### src/rtl/midi_rx_parser.sv
// MIDI 8N1 receiver and channel-voice message parser.
// Build option: define MIDI_RX_REALTIME_EN to add rt_valid/rt_byte ports.
`timescale 1ns/1ps

module midi_rx_parser #(
  parameter int CLKS_PER_BIT = 320
) (
  input  logic       SYSCLK,
  input  logic       NSYSRESET,
  input  logic       MIDI_RX,
  output logic       msg_valid,
  output logic [2:0] msg_type,
  output logic [3:0] msg_chan,
  output logic [6:0] msg_data1,
  output logic [6:0] msg_data2,
  output logic       frame_err
`ifdef MIDI_RX_REALTIME_EN
  ,
  output logic       rt_valid,
  output logic [7:0] rt_byte
`endif
);

  localparam int CW = $clog2(CLKS_PER_BIT);
  localparam logic [CW-1:0] HALF = CW'(CLKS_PER_BIT / 2 - 1);
  localparam logic [CW-1:0] FULL = CW'(CLKS_PER_BIT - 1);

  typedef enum logic [1:0] {
    RX_IDLE,
    RX_START,
    RX_DATA,
    RX_STOP
  } rx_st_e;

  typedef enum logic [1:0] {
    P_STATUS,
    P_D1,
    P_D2
  } p_st_e;

  // ---------------- synchroniser ----------------
  logic sync1_q;
  logic sync2_q;
  logic prev_q;
  logic rx_s;
  logic fall_d;

  always_ff @(posedge SYSCLK or negedge NSYSRESET) begin
    if (!NSYSRESET) begin
      sync1_q <= 1'b1;
      sync2_q <= 1'b1;
      prev_q  <= 1'b1;
    end else begin
      sync1_q <= MIDI_RX;
      sync2_q <= sync1_q;
      prev_q  <= sync2_q;
    end
  end

  assign rx_s   = sync2_q;
  assign fall_d = prev_q & ~rx_s;

  // ---------------- receiver ----------------
  rx_st_e        rx_st_q;
  logic [CW-1:0] cnt_q;
  logic [2:0]    bit_q;
  logic [7:0]    shr_q;
  logic          brk_q;
  logic          stb_q;
  logic [7:0]    byte_q;
  logic          ferr_q;

  always_ff @(posedge SYSCLK or negedge NSYSRESET) begin
    if (!NSYSRESET) begin
      rx_st_q <= RX_IDLE;
      cnt_q   <= '0;
      bit_q   <= '0;
      shr_q   <= '0;
      brk_q   <= 1'b0;
      stb_q   <= 1'b0;
      byte_q  <= '0;
      ferr_q  <= 1'b0;
    end else begin
      stb_q  <= 1'b0;
      ferr_q <= 1'b0;
      unique case (rx_st_q)
        RX_IDLE: begin
          if (fall_d) begin
            rx_st_q <= RX_START;
            cnt_q   <= HALF;
          end
        end
        RX_START: begin
          if (cnt_q != '0) begin
            cnt_q <= cnt_q - CW'(1);
          end else if (rx_s) begin
            rx_st_q <= RX_IDLE;
          end else begin
            rx_st_q <= RX_DATA;
            cnt_q   <= FULL;
            bit_q   <= '0;
          end
        end
        RX_DATA: begin
          if (cnt_q != '0) begin
            cnt_q <= cnt_q - CW'(1);
          end else begin
            shr_q <= {rx_s, shr_q[7:1]};
            cnt_q <= FULL;
            bit_q <= bit_q + 3'd1;
            if (bit_q == 3'd7) rx_st_q <= RX_STOP;
          end
        end
        RX_STOP: begin
          // After a bad stop bit, hold here until the line idles high.
          if (brk_q) begin
            if (rx_s) begin
              brk_q   <= 1'b0;
              rx_st_q <= RX_IDLE;
            end
          end else if (cnt_q != '0) begin
            cnt_q <= cnt_q - CW'(1);
          end else if (rx_s) begin
            stb_q   <= 1'b1;
            byte_q  <= shr_q;
            rx_st_q <= RX_IDLE;
          end else begin
            ferr_q <= 1'b1;
            brk_q  <= 1'b1;
          end
        end
        default: rx_st_q <= RX_IDLE;
      endcase
    end
  end

  assign frame_err = ferr_q;

  // ---------------- parser ----------------
  logic is_stat;
  logic is_sys;
  logic is_rt;
  logic is_data;
  logic take_d1;
  logic short_msg;

  p_st_e      ps_q;
  logic [2:0] rs_type_q;
  logic [3:0] rs_chan_q;
  logic       rs_valid_q;
  logic [6:0] d1_q;
  logic       mv_q;
  logic [2:0] mt_q;
  logic [3:0] mc_q;
  logic [6:0] md1_q;
  logic [6:0] md2_q;
  logic       rtv_q;
  logic [7:0] rtb_q;

  assign is_data   = ~byte_q[7];
  assign is_stat   = byte_q[7] & (byte_q[6:4] != 3'b111);
  assign is_sys    = byte_q[7:3] == 5'b11110;
  assign is_rt     = byte_q[7:3] == 5'b11111;
  assign take_d1   = (ps_q == P_D1) | ((ps_q == P_STATUS) & rs_valid_q);
  assign short_msg = (rs_type_q == 3'd4) | (rs_type_q == 3'd5);

  always_ff @(posedge SYSCLK or negedge NSYSRESET) begin
    if (!NSYSRESET) begin
      ps_q       <= P_STATUS;
      rs_type_q  <= '0;
      rs_chan_q  <= '0;
      rs_valid_q <= 1'b0;
      d1_q       <= '0;
      mv_q       <= 1'b0;
      mt_q       <= '0;
      mc_q       <= '0;
      md1_q      <= '0;
      md2_q      <= '0;
      rtv_q      <= 1'b0;
      rtb_q      <= '0;
    end else begin
      mv_q  <= 1'b0;
      rtv_q <= 1'b0;
      if (ferr_q) begin
        ps_q       <= P_STATUS;
        rs_valid_q <= 1'b0;
      end else if (stb_q) begin
        unique case (1'b1)
          is_stat: begin
            rs_type_q  <= byte_q[6:4];
            rs_chan_q  <= byte_q[3:0];
            rs_valid_q <= 1'b1;
            ps_q       <= P_D1;
          end
          is_sys: begin
            rs_valid_q <= 1'b0;
            ps_q       <= P_STATUS;
          end
          is_rt: begin
            rtv_q <= 1'b1;
            rtb_q <= byte_q;
          end
          is_data: begin
            if (ps_q == P_D2) begin
              mv_q  <= 1'b1;
              // Note on with zero velocity is reported as note off.
              mt_q  <= (rs_type_q == 3'd1 && byte_q[6:0] == 7'd0)
                       ? 3'd0 : rs_type_q;
              mc_q  <= rs_chan_q;
              md1_q <= d1_q;
              md2_q <= byte_q[6:0];
              ps_q  <= P_D1;
            end else if (take_d1) begin
              d1_q <= byte_q[6:0];
              if (short_msg) begin
                mv_q  <= 1'b1;
                mt_q  <= rs_type_q;
                mc_q  <= rs_chan_q;
                md1_q <= byte_q[6:0];
                md2_q <= 7'd0;
                ps_q  <= P_D1;
              end else begin
                ps_q <= P_D2;
              end
            end
          end
          default: ;
        endcase
      end
    end
  end

  assign msg_valid = mv_q;
  assign msg_type  = mt_q;
  assign msg_chan  = mc_q;
  assign msg_data1 = md1_q;
  assign msg_data2 = md2_q;

`ifdef MIDI_RX_REALTIME_EN
  assign rt_valid = rtv_q;
  assign rt_byte  = rtb_q;
`else
  logic rt_unused;
  assign rt_unused = rtv_q ^ (^rtb_q);
`endif

endmodule
### config.mk
export PLATFORM = sky130hd
export DESIGN_NAME = midi_rx_parser
export DESIGN_NICKNAME = d
export VERILOG_FILES = /design/src/rtl/midi_rx_parser.sv
export SDC_FILE = /design/constraint.sdc
export NUM_CORES = 1
export LEC_CHECK = 0
export CORE_ASPECT_RATIO = 1.2
export CORE_MARGIN = 4
export CORE_UTILIZATION = 50
export DETAILED_ROUTE_END_ITERATION = 12
export GPL_TIMING_DRIVEN = 0
export HOLD_SLACK_MARGIN = 0.1
export PLACE_DENSITY = 0.81
export SLEW_MARGIN = 10
export SYNTH_ARGS = -nofsm -noshare
export SYNTH_HDL_FRONTEND = slang
export SYNTH_SLANG_ARGS = --single-unit
### constraint.sdc
create_clock -name SYSCLK -period 2.5 [get_ports SYSCLK]
set_input_delay 0.5 -clock SYSCLK [delete_from_list [all_inputs] [get_ports SYSCLK]]
set_output_delay 0.5 -clock SYSCLK [all_outputs]
set_load 0.01 [all_outputs]
==> results.yml, run 1 <==
final_layout:
  area_growth_pct: 18.3
  final_cell_mix: "72 x dfrtp_1, 33 x nand2_1, 24 x clkdlybuf4s50_1"
  layout_commonest_cell: "dfrtp_1"
  finalNetCount: 336
  multiInputGateArea_um2: 1400
  num-fill-cells: 510
  antenna_cells: 0
  drive_gt1_frac: 0.179
  seqCellArea_um2: 1880
setup_path:
  worstReg2RegStart: "cnt_q[0]"
  crit_start: "cnt_q[0]"
  arrival_ns: 2.44
  crit_path_max_incr_delay_ns: 0.47
  reg2regPathDepth: 8
  crit_path_start_kind: "flop"
  worstPathRequired_ns: 2.74
  crit_end: "byte_q[6]"
  slowest_stage: "or4b_4"
  end_kind: "flop"
  crit_family: "simple AND/OR/NAND/NOR gates"
  path_buf_inv: 3
  r2r_slack_ns: 0.30
  critical_path_class: "reg2reg"
  cp_max_fo: 10
  reg2reg_to: "byte_q[6]"
  crit_chain: "inv_1 -> ha_1 -> or4b_4 -> buf_6 -> nor2_8 -> buf_8 -> nand3_4 -> mux2_4"
  crit_cells: 8
worst_hold_path:
  worstHoldPathCells: 0
  hold_class: "reg2reg"
synth:
  ys_types: 43
  avgSynthCellArea_um2: 11.7
  synth_nets: 298
  yosysSeqAreaShare: 0.558
  syn_inst: 287
  ys_seq_elements: 75
  syn_area_um2: 3370
  ys_warn_count: 0
routing:
  firstDrtPassIters: 4
  ant_nets: 0
  drt_wl_total_mm: 6.31
  wl_per_cell_um: 15.2
  vias: 2309
  route.detailed.drc: 0
  drt_iter0_drc: 152
  vias_per_cell: 5.56
clock_tree:
  post_cts_buffers: 0
  clock_sinks: 75
  clk_pin_slew_ns: 0.08
  root_buffer: "clkbuf_8"
  ctsResizeCount: 0
  cts_buffers: 9
  tritoncts: "built"
  clk-insertion-delay-late_ns: 0.35
  clock_path_buffers: 2
  htree_num_levels: 3
floorplan:
  ioPinCount: 26
  dieArea_um2: 8120
  die_h_um: 97.9
  die_x_um: 82.9
  start_util: 0.519
  coreArea_um2: 6490
  placementRows: 32
sta:
  worstMarginPinSlew_ns: 0.662
  max_slew_margin: 0.559
  final_max_slew_viol_count: 0
  setup_tns_ns: 0
  hold_viol_final: 0
  timing.fmax_ghz: 0.455
  period_share: 0.880
  fin_ws_ns: 0.300
  fin_crit_ns: 2.20
  clock_skew_ns: 0.0105
  setup_viol: 0
  rsz0062_at_grt: "no"
global_route:
  grt_max_degree: 54
  antenna_found_initial: 0
  grtUsageTotal: 0.168
  grt.overflow.total: 0
  grt_pass1_vias: 2305
  grt_pass1_wl_mm: 11.0
pwr:
  ir_drop_mv: 0.655
  leakage_nw: 1.93
  powerDensity_nw_per_um2: 770
place:
  io_buffer_count: 25
  place_congestion: 0.806
  dp_hpwl_mm: 4.31
  pre_cts_ws_ns: 0.319
flow_run:
  max_cap_viol_count: 0
outcome:
  status: "completed"
[metrics by stage]
stage | power (mW) | instances | instance area (um2) | utilization | hold WS (ns)
detailed placement | 2.04 | 398 | 3750 | 0.578 | 0.350
finish | 3.07 | 415 | 3990 | 0.614 | 0.359
floorplan | 1.88 | 287 | 3370 | - | 0.204
global route | 3.25 | 415 | 3990 | 0.614 | 0.366
CTS | 3.08 | 415 | 3990 | 0.614 | 0.362
global placement | 2.01 | 397 | 3720 | 0.574 | 0.346
[sequential cells by signal (all words and copies together), names as in the netlist, 2 cells and up, named ones only]
name and count:
rs_type_q 3, msg_chan 4, msg_type 3, d1_q 7, byte_q 8, bit_q 3, msg_data1 7, shr_q 8
rs_chan_q 4, ps_q 2, msg_data2 7, cnt_q 9
[cell usage after synthesis (all sizes together)]
library cell | number | area [um2]
and3 | 4 | 25.0
o211ai | 5 | 37.5
mux2 | 30 | 368
o22a | 1 | 8.76
nor2b | 4 | 25.0
dfrtp | 72 | 1800
nor2 | 20 | 91.3
nor3 | 6 | 35.0
clkbuf | 5 | 18.8
o31ai | 1 | 7.51
or3 | 4 | 25.0
inv | 9 | 33.8
nand2 | 34 | 135
nor4 | 1 | 6.26
ha | 8 | 100
a222oi | 1 | 10.0
o2111ai | 1 | 8.76
or2 | 2 | 12.5
a21oi | 11 | 55.1
o21ai | 22 | 110
nand3 | 3 | 27.5
o211a | 1 | 10.0
a21o | 2 | 15.0
buf | 4 | 33.8
or4b | 1 | 13.8
mux2i | 8 | 80.1
a31oi | 3 | 18.8
a211oi | 1 | 7.51
or4 | 1 | 7.51
o41ai | 3 | 26.3
o21a | 1 | 7.51
nand2b | 2 | 12.5
a22o | 13 | 114
dfstp | 3 | 78.8
[how the worst min path moves through the flow]
stage / start / to
6_report: sync1_q / rx_s
5_1_grt: sync1_q / rx_s
4_1_cts: sync1_q / rx_s
3_5_place_dp: sync1_q / rx_s
3_3_place_gp: sync1_q / rx_s
2_1_floorplan: NSYSRESET / asynchronous set/reset pin
[repair_timing]
action                     4_1_cts  5_1_grt
hold endpoints to repair        19        0
setup endpoints to repair        0        0
hold buffers                     1        0
[report_power, final]
group | switching, mW | internal (mW)
Clock | 0.451 | 0.591
Sequential | 0.0784 | 1.29
Combinational | 0.396 | 0.261
[area by class of cell]
type | count | area share
multi-input combinational | 194 | 0.352
buffer | 9 | 0.0132
sequential | 75 | 0.472
timing repair buffer | 27 | 0.0716
inverter | 9 | 0.00848
clock inverter | 6 | 0.0220
tap | 85 | 0.0267
clock buffer | 10 | 0.0345
[cell families (layout without fill, tap and decap cells)]
group,after synthesis,count (layout),synth area share
muxes,38,38,0.133
buffers and inverters,18,61,0.0256
DFF,75,75,0.558
AOI/OAI and AO/OA,66,66,0.130
and+or+nand+nor,82,82,0.124
adders and majority gates,8,8,0.0297
[metal layers]
metal / global-route usage / part of all wire / wire (um)
met1: 0.196 / 0.42 / 2670
met2: 0.295 / 0.51 / 3250
met3: 0.0304 / 0.041 / 261
met4: 0.0843 / 0.020 / 126
met5: 0 / 0 / 0
No activity file was read; power rests on OpenSTA's default activity.
==> run 2: changes to the inputs <==
--- a/config.mk
+++ b/config.mk
@@ -7,12 +7,12 @@
 export LEC_CHECK = 0
 export CORE_ASPECT_RATIO = 1.2
 export CORE_MARGIN = 4
-export CORE_UTILIZATION = 50
+export CORE_UTILIZATION = 35
 export DETAILED_ROUTE_END_ITERATION = 12
 export GPL_TIMING_DRIVEN = 0
 export HOLD_SLACK_MARGIN = 0.1
-export PLACE_DENSITY = 0.81
-export SLEW_MARGIN = 10
+export PLACE_DENSITY = 0.63
+export SLEW_MARGIN = 20
 export SYNTH_ARGS = -nofsm -noshare
 export SYNTH_HDL_FRONTEND = slang
 export SYNTH_SLANG_ARGS = --single-unit
==> constraint.sdc (replaced) <==
create_clock -name SYSCLK -period 2.2 [get_ports SYSCLK]
set_input_delay 0.44 -clock SYSCLK [delete_from_list [all_inputs] [get_ports SYSCLK]]
set_output_delay 0.44 -clock SYSCLK [all_outputs]
set_load 0.01 [all_outputs]
==> results.yml, run 2 (synthesis gave the netlist of run 1 again) <==
worst_hold_path:
  hold_class: "reg2reg"
  min_from: "sync1_q"
clock_tree:
  clk-insertion-delay-late_ns: 0.35
  cts_buffers: 9
  root_buffer: "clkbuf_8"
  clock_path_buffers: 2
  clock_sinks: 75
  tritoncts: "built"
  htree_num_levels: 3
  clk_pin_slew_ns: 0.08
global_route:
  grt_pass1_wl_mm: 10.7
  grt_pass1_vias: 2213
  grt.overflow.total: 0
  grt_max_degree: 49
  antenna_found_initial: 0
  grtUsageTotal: 0.118
sta:
  timing.fmax_ghz: 0.470
  setup_viol: 0
  fin_ws_ns: 0.0736
  period_share: 0.967
  clock_skew_ns: 0.00939
  fin_crit_ns: 2.13
  holdWs_ns: 0.362
  max_slew_margin: 0.561
  worstMarginPinSlew_ns: 0.657
  final_max_slew_viol_count: 0
  hold_viol_final: 0
pwr:
  combPwrFrac: 0.233
  powerDensity_nw_per_um2: 827
  swShare: 0.338
  leakage_nw: 1.91
  seq_power_share: 0.467
  p_clk_frac: 0.300
  switchingPower_mw: 1.13
  cell_internal_pwr_mw: 2.21
  ir_drop_mv: 0.539
  p_total_mw: 3.33
final_layout:
  finalNetCount: 339
  area_growth_pct: 19.6
  final_core_util: 0.437
  instances_no_fill: 453
  largest_register_ffs: 9
  final_cell_mix: "72 x dfrtp_1, 33 x nand2_1, 24 x clkdlybuf4s50_1"
  drive_gt1_frac: 0.195
  antenna_cells: 0
  layout_commonest_cell: "dfrtp_1"
  biggestRegsByFlops: "cnt_q (9), byte_q (8), shr_q (8)"
  regMostFlops: "cnt_q"
routing:
  vias_per_cell: 5.07
  route.detailed.drc: 0
  drt_iter0_drc: 57
  wl_per_cell_um: 14.0
  firstDrtPassIters: 4
  ant_nets: 0
  vias: 2295
  drt_wl_total_mm: 6.34
setup_path:
  critical_path_class: "reg2reg"
  r2r_slack_ns: 0.07
  arrival_ns: 2.36
  worstReg2RegStart: "cnt_q[0]"
  crit_path_start_kind: "flop"
  worstPathRequired_ns: 2.43
  end_kind: "flop"
  cp_max_fo: 10
  crit_start: "cnt_q[0]"
place:
  place_congestion: 0.824
  io_buffer_count: 25
  dp_hpwl_mm: 4.35
  pre_cts_ws_ns: 0.0222
  placedCellCount: 433
floorplan:
  die_h_um: 115
  placementRows: 38
  dieArea_um2: 11300
  die_x_um: 97.6
  start_util: 0.365
  coreArea_um2: 9220
  ioPinCount: 26
flow_run:
  max_cap_viol_count: 0
outcome:
  status: "completed"
==> run 2: final timing paths <==
check                                  to  cells after the start
worst max-delay path            byte_q[3]                      8
worst min-delay path                 rx_s                      0
worst max register to register  byte_q[3]                      8
worst min register to register       rx_s                      0
max in group asynchronous        shr_q[1]                      3
min in group asynchronous         d1_q[6]                      2
==> run 2: area by class of cell <==
type / instances / area [um2]
plain buffers: 9 / 52.6
clock buffers: 9 / 124
clock inverters: 7 / 60.1
fillers: 851 / 5200
inverters: 9 / 33.8
multi-input cells: 195 / 1430
flip-flops and latches: 75 / 1880
well taps: 120 / 150
repair buffers: 29 / 300
==> run 2: power groups by stage <==
stage / Clock [mW] / Sequential [mW] / Combinational [mW]
after global routing: 1.09 / 1.57 / 0.892
after CTS: 1.03 / 1.55 / 0.755
final: 0.999 / 1.55 / 0.777
after global placement: 0 / 1.57 / 0.717
after floorplan: 0 / 1.56 / 0.582
after detailed placement: 0 / 1.58 / 0.747
==> run 2: metal layers <==
metal / GRT usage / share of wire
met5: 0 / 0
met4: 0.0416 / 0.015
met3: 0.0349 / 0.043
met2: 0.200 / 0.49
met1: 0.145 / 0.46
==> run 2: timing repair <==
action / 4_1_cts / 5_1_grt
setup endpoints to repair: 0 / 10
gates resized for setup: 0 / 4
hold buffers: 1 / 0
buffers inserted: 0 / 2
endpoints found under the hold margin: 24 / 0
==> run 2: worst max-delay path, stage by stage, from the launching register on <==
cell     delay (ns)
dfrtp_1        0.42
inv_1          0.07
ha_2           0.18
or4b_4         0.46
buf_6          0.15
nor2_8         0.11
buf_8          0.16
nand3_4        0.14
mux2_4         0.32
==> run 2: per-stage QoR <==
step	cell area, um2	TNS (ns)
floorplan	3370	0
global placement	3770	-137.95
detailed placement	3790	0
CTS	3990	0
global route	4030	-0.00719
finish	4030	0
==> run 3: changes to the inputs <==
--- a/config.mk
+++ b/config.mk
@@ -5,6 +5,7 @@
 export SDC_FILE = /design/constraint.sdc
 export NUM_CORES = 1
 export LEC_CHECK = 0
+export CAP_MARGIN = 20
 export CORE_ASPECT_RATIO = 1.2
 export CORE_MARGIN = 4
 export CORE_UTILIZATION = 35
==> constraint.sdc (replaced) <==
create_clock -name SYSCLK -period 2.03 [get_ports SYSCLK]
set_input_delay 0.406 -clock SYSCLK [delete_from_list [all_inputs] [get_ports SYSCLK]]
set_output_delay 0.406 -clock SYSCLK [all_outputs]
set_load 0.01 [all_outputs]
==> results.yml, run 3 (synthesis gave the netlist of run 1 again) <==
outcome:
  status: "completed"
clock_tree:
  clock_path_buffers: 2
  tritoncts: "built"
  clk_pin_slew_ns: 0.08
  htree_num_levels: 3
  clk-insertion-delay-late_ns: 0.35
  clock_sinks: 75
  root_buffer: "clkbuf_8"
  cts_buffers: 9
sta:
  clock_skew_ns: 0.00942
  hold_viol_final: 0
  fin_crit_ns: 2.01
  setup_viol: 0
  period_share: 0.991
  worstMarginPinSlew_ns: 0.606
  max_slew_margin: 0.594
  final_max_slew_viol_count: 0
  timing.fmax_ghz: 0.497
  rsz0062_at_grt: "yes"
setup_path:
  crit_cells: 7
  crit_family: "simple AND/OR/NAND/NOR gates"
  r2r_slack_ns: 0.02
  cp_max_fo: 5
  crit_path_max_incr_delay_ns: 0.52
  crit_chain: "inv_2 -> ha_2 -> or4b_4 -> nor2_8 -> buf_8 -> nand3_4 -> mux2_4"
  crit_start: "cnt_q[1]"
  arrival_ns: 2.24
  crit_path_start_kind: "flop"
  crit_end: "byte_q[1]"
  worstReg2RegStart: "cnt_q[1]"
  critical_path_class: "reg2reg"
  reg2reg_to: "byte_q[1]"
  reg2regPathDepth: 7
  path_buf_inv: 2
  end_kind: "flop"
  worstPathRequired_ns: 2.26
  slowest_stage: "or4b_4"
final_layout:
  drive_gt1_frac: 0.231
  layout_commonest_cell: "dfrtp_1"
  instances_no_fill: 458
  biggestRegsByFlops: "cnt_q (9), byte_q (8), shr_q (8)"
  regMostFlops: "cnt_q"
  area_growth_pct: 23.9
  num-fill-cells: 873
  largest_register_ffs: 9
  final_core_util: 0.452
  antenna_cells: 0
  finalNetCount: 344
  final_cell_mix: "72 x dfrtp_1, 33 x nand2_1, 24 x clkdlybuf4s50_1"
  seqCellArea_um2: 1880
  multiInputGateArea_um2: 1440
global_route:
  grtUsageTotal: 0.123
  grt_max_degree: 51
  grt.overflow.total: 0
  antenna_found_initial: 0
  grt_pass1_vias: 2443
  grt_pass1_wl_mm: 11.4
worst_hold_path:
  worstHoldPathCells: 0
  hold_class: "reg2reg"
place:
  place_congestion: 0.821
  placedCellCount: 433
  io_buffer_count: 25
  dp_hpwl_mm: 4.38
pwr:
  powerDensity_nw_per_um2: 965
  leakage_nw: 1.99
  ir_drop_mv: 0.740
routing:
  route.detailed.drc: 0
  drt_iter0_drc: 76
  ant_nets: 0
  vias: 2325
  wl_per_cell_um: 14.0
  firstDrtPassIters: 5
  vias_per_cell: 5.08
  drt_wl_total_mm: 6.42
floorplan:
  die_x_um: 97.6
  coreArea_um2: 9220
  dieArea_um2: 11300
  start_util: 0.365
  ioPinCount: 26
  placementRows: 38
  die_h_um: 115
flow_run:
  max_cap_viol_count: 0
-- run 3: worst min-delay path by stage --
| stage | start | to | slack (ns) |
|---|---|---|---|
| detailed placement | NSYSRESET | msg_data2[6] | 0.34 |
| floorplan | NSYSRESET | asynchronous set/reset pin | 0.11 |
| finish | sync1_q | rx_s | 0.36 |
| global route | sync1_q | rx_s | 0.37 |
| CTS | sync1_q | rx_s | 0.36 |
| global placement | sync1_q | rx_s | 0.35 |
-- run 3: area by class of cell --
type,instances,share of cell area
plain buffers,8,0.0108
clock buffers,10,0.0330
clock inverters,6,0.0270
inverters,9,0.00810
multi-input cells,195,0.346
flip-flops and latches,75,0.451
well taps,120,0.0360
repair buffers,35,0.0888
-- run 3: worst reg2reg max path, cell delays in order, from the launching register on --
cell	delay (ns)
dfrtp_1	0.40
inv_2	0.06
ha_2	0.17
or4b_4	0.52
nor2_8	0.14
buf_8	0.14
nand3_4	0.13
mux2_4	0.33
-- run 3: stage by stage --
step	area (um2)	hold slack, ns	setup TNS, ns	setup WS (ns)	total power [mW]
2_1_floorplan	3370	0.110	0	0.0107	2.32
3_3_place_gp	3770	0.346	-147.98	-2.00	2.49
3_5_place_dp	3800	0.339	-0.848	-0.104	2.52
4_1_cts	4130	0.362	0	0.00937	3.98
5_1_grt	4170	0.369	-0.358	-0.0585	4.26
6_report	4170	0.358	0	0.0173	4.03
-- run 3: layer usage --
metal  up-vias  track usage  wire, um
li1       1126            -         -
met1      1129        0.152      2780
met2        60        0.218      3270
met3        10       0.0265       296
met4         0       0.0379        75
met5         -            0         0
-- run 3: timing repair --
| item | in CTS | in global routing |
|---|---|---|
| hold buffers | 1 | 0 |
| cloned | 2 | 0 |
| gates resized for setup | 4 | 12 |
| pin swaps | 0 | 1 |
| buffers inserted | 4 | 3 |
| endpoints found under the setup margin | 19 | 37 |
| hold endpoints to repair | 25 | 0 |
-- run 3: report_power, final --
| group | total, mW | switching (mW) | internal (mW) |
|---|---|---|---|
| clock | 1.42 | 0.566 | 0.852 |
| combinational | 0.931 | 0.549 | 0.383 |
| sequential | 1.68 | 0.0921 | 1.59 |
==> edit 1 (flow settings as in run 1) <==
Re-encode `rx_st_e` (4 values) as one-hot, 4 bits wide.
--- a/src/rtl/midi_rx_parser.sv
+++ b/src/rtl/midi_rx_parser.sv
@@ -26,9 +26,9 @@
   localparam logic [CW-1:0] FULL = CW'(CLKS_PER_BIT - 1);
 
-  typedef enum logic [1:0] {
-    RX_IDLE,
-    RX_START,
-    RX_DATA,
-    RX_STOP
+  typedef enum logic [3:0] {
+    RX_IDLE  = 4'b0001,
+    RX_START = 4'b0010,
+    RX_DATA  = 4'b0100,
+    RX_STOP  = 4'b1000
   } rx_st_e;
 
Check against the original RTL: no difference found for any inputs over 10 cycles, from zero or initial values and one cycle with NSYSRESET low; not proved beyond that.
==> edit 1 against run 1 <==
- wire length increased by 1.4%
- critical path depth decreased by 1
- synthesized area increased by 1.9%
- die area increased by 1.7%
- hold slack improved by 3.7 ps
- sequential cell count increased by 2
- total power decreased by 3.1%
- design area increased by 2.2%
- global-route usage increased by 0.30 points
- utilization increased by 0.57 points
- worst setup slack got worse by 150 ps
==> edit 1: results (changes against run 1) <==
[synthesis]
syn-num-nets=325  ; was 298
synth_commonest_cells=73 x dfrtp_1, 58 x nand2_1, 24 x mux2_2  ; was 72 x dfrtp_1, 33 x nand2_1, 22 x mux2_2
synth-seq-cells=77  ; was 75
syn_area_per_cell_um2=10.8  ; was 11.7 µm²
synth_top_cells_by_area=dfrtp_1 53%, mux2_2 7.9%, nand2_1 6.3%  ; was dfrtp_1 53%, mux2_2 7.4%, nand2_1 3.7%

[place]
hpwl_um=4570  ; was 4310 µm
place_congestion=0.805  ; was 0.806
pre_cts_slack_ps=160  ; was 319 ps

[cells_and_area]
clock_area_share_pct=6.05  ; was 5.65%
inv_count=10  ; was 9
drive_gt1_share_pct=16.1  ; was 17.9%
multi_input_area_um2=1410  ; was 1400 µm²
buffers=40  ; was 36
utilization_pct=62.0  ; was 61.4%
area_share_nonclk_buffers_pct=8.27  ; was 8.48%

[pwr]
seqPwrFrac_pct=45.3  ; was 44.6%
ir_worst_vdd_mv=0.550  ; was 0.655 mV
p_switching_mw=0.806  ; was 0.926 mW
leakagePower_nw=1.90  ; was 1.93 nW
cellPowerDensity_nw_per_um2=730  ; was 770 nW/µm²

[drt]
num_vias=2488  ; was 2309
drtIter0Drc=193  ; was 152

[status]
status=finished clean  ; unchanged

[sta]
tightest_slew_ps=1030  ; was 662 ps
whs_ps=363  ; was 359 ps
finalClockSkew_ps=7.68  ; was 10.5 ps

[worst_setup_path]
worst_ep_arrival_time_ps=2580  ; was 2440 ps
r2r_end=rx_st_q[3]  ; was byte_q[6]

[floorplanning]
die_area_um2=8260  ; was 8120 µm²

[global_route]
grt_max_degree=47  ; was 54
grt_usage_pct=17.1  ; was 16.8%
grt_pass1_wl_um=11300  ; was 11000 µm

## edit 1: cell count changes in the layout (fill, tap and decap cells not counted), moves of 3 or more
| cell | change |
|---|---|
| a22o_1 | -3 |
| nand2_1 | +25 |
| ha_1 | -5 |
| clkbuf_1 | +4 |
| a21boi_0 | +4 |
| mux2_4 | -8 |
| o211ai_1 | -3 |
| o21ai_0 | -3 |
## edit 1: cell families after synthesis
group / count (synthesis) / synth area share, %
xor gates and xnor gates: 1 / 0.255
AOI/OAI and AO/OA: 63 / 12.5
and+or+nand+nor: 118 / 16.6
DFF: 77 / 56.3
adders and majority gates: 3 / 1.09
muxes: 33 / 10.5
buffers and inverters: 24 / 2.70
## edit 1: layer usage
layer / vias up / routed length [µm] / GRT usage, %
li1: 1194 / - / -
met2: 49 / 3220 / 29.0
met4: 0 / 142 / 8.17
met5: - / 0 / 0
met1: 1230 / 2800 / 20.6
met3: 15 / 228 / 3.93
==> edit 2 (settings of run 1) <==
Made on the original files. The option `MIDI_RX_REALTIME_EN` is turned on by a define.
--- a/src/rtl/midi_rx_parser.sv
+++ b/src/rtl/midi_rx_parser.sv
@@ -2,4 +2,6 @@
 // Build option: define MIDI_RX_REALTIME_EN to add rt_valid/rt_byte ports.
 `timescale 1ns/1ps
+
+`define MIDI_RX_REALTIME_EN
 
 module midi_rx_parser #(
Behaviour (old outputs only; new: rt_byte and rt_valid): unchanged (Yosys induction, for registers that start in step).
==> edit 2 against run 1 <==
- wire length rose by 18%
- total power rose by 14%
- die area rose by 9.8%
- worst setup slack got worse by 110 ps
- sequential cell count rose by 9
- synthesized area rose by 11%
- design area rose by 11%
- largest power group unchanged
==> edit 2: results (changes against run 1) <==
[cells_and_area]
seq_share_pct=47.4  ; was 47.2%
buffers=47  ; was 36
nMultiInputCombCells=214  ; was 194
area_share_nonclk_buffers_pct=9.70  ; was 8.48%
clkbuf_count=9  ; was 10

[drt]
wl_per_cell_um=16.2  ; was 15.2 µm
routed-wl-met3_um=290  ; was 261 µm
drt-met1-wl_um=3040  ; was 2670 µm
viasPerCell=5.66  ; was 5.56
drtIter0Drc=131  ; was 152

[pwr]
ir_worst_vdd_mv=0.547  ; was 0.655 mV

[worst_setup_path]
r2r_end=byte_q[7]  ; was byte_q[6]
worst_ep_arrival_time_ps=2550  ; was 2440 ps

[global_route]
grt_max_degree=49  ; was 54
grt_pass1_vias=2603  ; was 2305
grt_pass1_wl_um=12700  ; was 11000 µm

[synthesis]
synth-seq-area-share_pct=56.4  ; was 55.8%
synth.distinct_cells=49  ; was 43
synth_commonest_cells=81 x dfrtp_1, 34 x nand2_1, 33 x mux2_2  ; was 72 x dfrtp_1, 33 x nand2_1, 22 x mux2_2
synth_top_cells_by_area=dfrtp_1 54%, mux2_2 10%, nand2_1 3.4%  ; was dfrtp_1 53%, mux2_2 7.4%, nand2_1 3.7%
synth-seq-cells=84  ; was 75

[sta]
slew_headroom_pct=62.9  ; was 55.9%
whs_ps=104  ; was 359 ps

[place]
numPortBuffers=34  ; was 25

[status]
status=finished clean  ; unchanged

[edit 2: cell types whose count changed in the layout (fill, tap and decap cells not counted), moves of 6 or more]
cell	run 1	this run
mux2_2	22	33
a21oi_1	11	20
clkdlybuf4s50_1	24	33
dfrtp_1	72	81
mux2_4	8	0
nor2_1	19	11
nor3_1	5	11
or2_2	1	7
[edit 2: worst max-delay path by stage]
stage,cells past startpoint,slack [ps],start,to
2_1_floorplan,8,540,cnt_q[0],byte_q[0]
3_3_place_gp,1,-1930,NSYSRESET,rt_byte[3]
3_5_place_dp,8,230,cnt_q[0],byte_q[4]
4_1_cts,8,200,cnt_q[0],byte_q[7]
5_1_grt,8,3,cnt_q[0],byte_q[7]
6_report,8,190,cnt_q[0],byte_q[7]
[edit 2: worst max-delay path: stages (launching register included)]
cell and delay [ps]:
dfrtp_1 440, inv_1 140, ha_1 190, nor4b_2 410, and2_1 210, buf_6 140, and3_1 170, buf_6 150
mux2_2 350
[edit 2: power groups by stage]
stage	registers, mW	clock network (mW)	logic [mW]
after floorplan	1.56	0	0.628
after global placement	1.58	0	0.784
after detailed placement	1.59	0	0.813
after CTS	1.56	1.12	0.821
after global routing	1.57	1.17	0.944
final	1.56	1.11	0.822
[edit 2: per-stage QoR]
step / setup slack, ps / instance area (µm²)
after floorplan: 542 / 3730
after global placement: -1930 / 4190
after detailed placement: 228 / 4210
after CTS: 195 / 4440
after global routing: 2.71 / 4440
final: 193 / 4440
[edit 2: cell families (layout without fill, tap and decap cells)]
logic type      after synthesis  count (layout)  share of synthesized area (%)
fa+ha+maj                     9               9                           3.02
compound gates               73              73                           12.8
buf+inv                      22              73                           2.75
mux                          41              41                           12.1
simple gates                 91              91                           12.9
flops                        84              84                           56.4
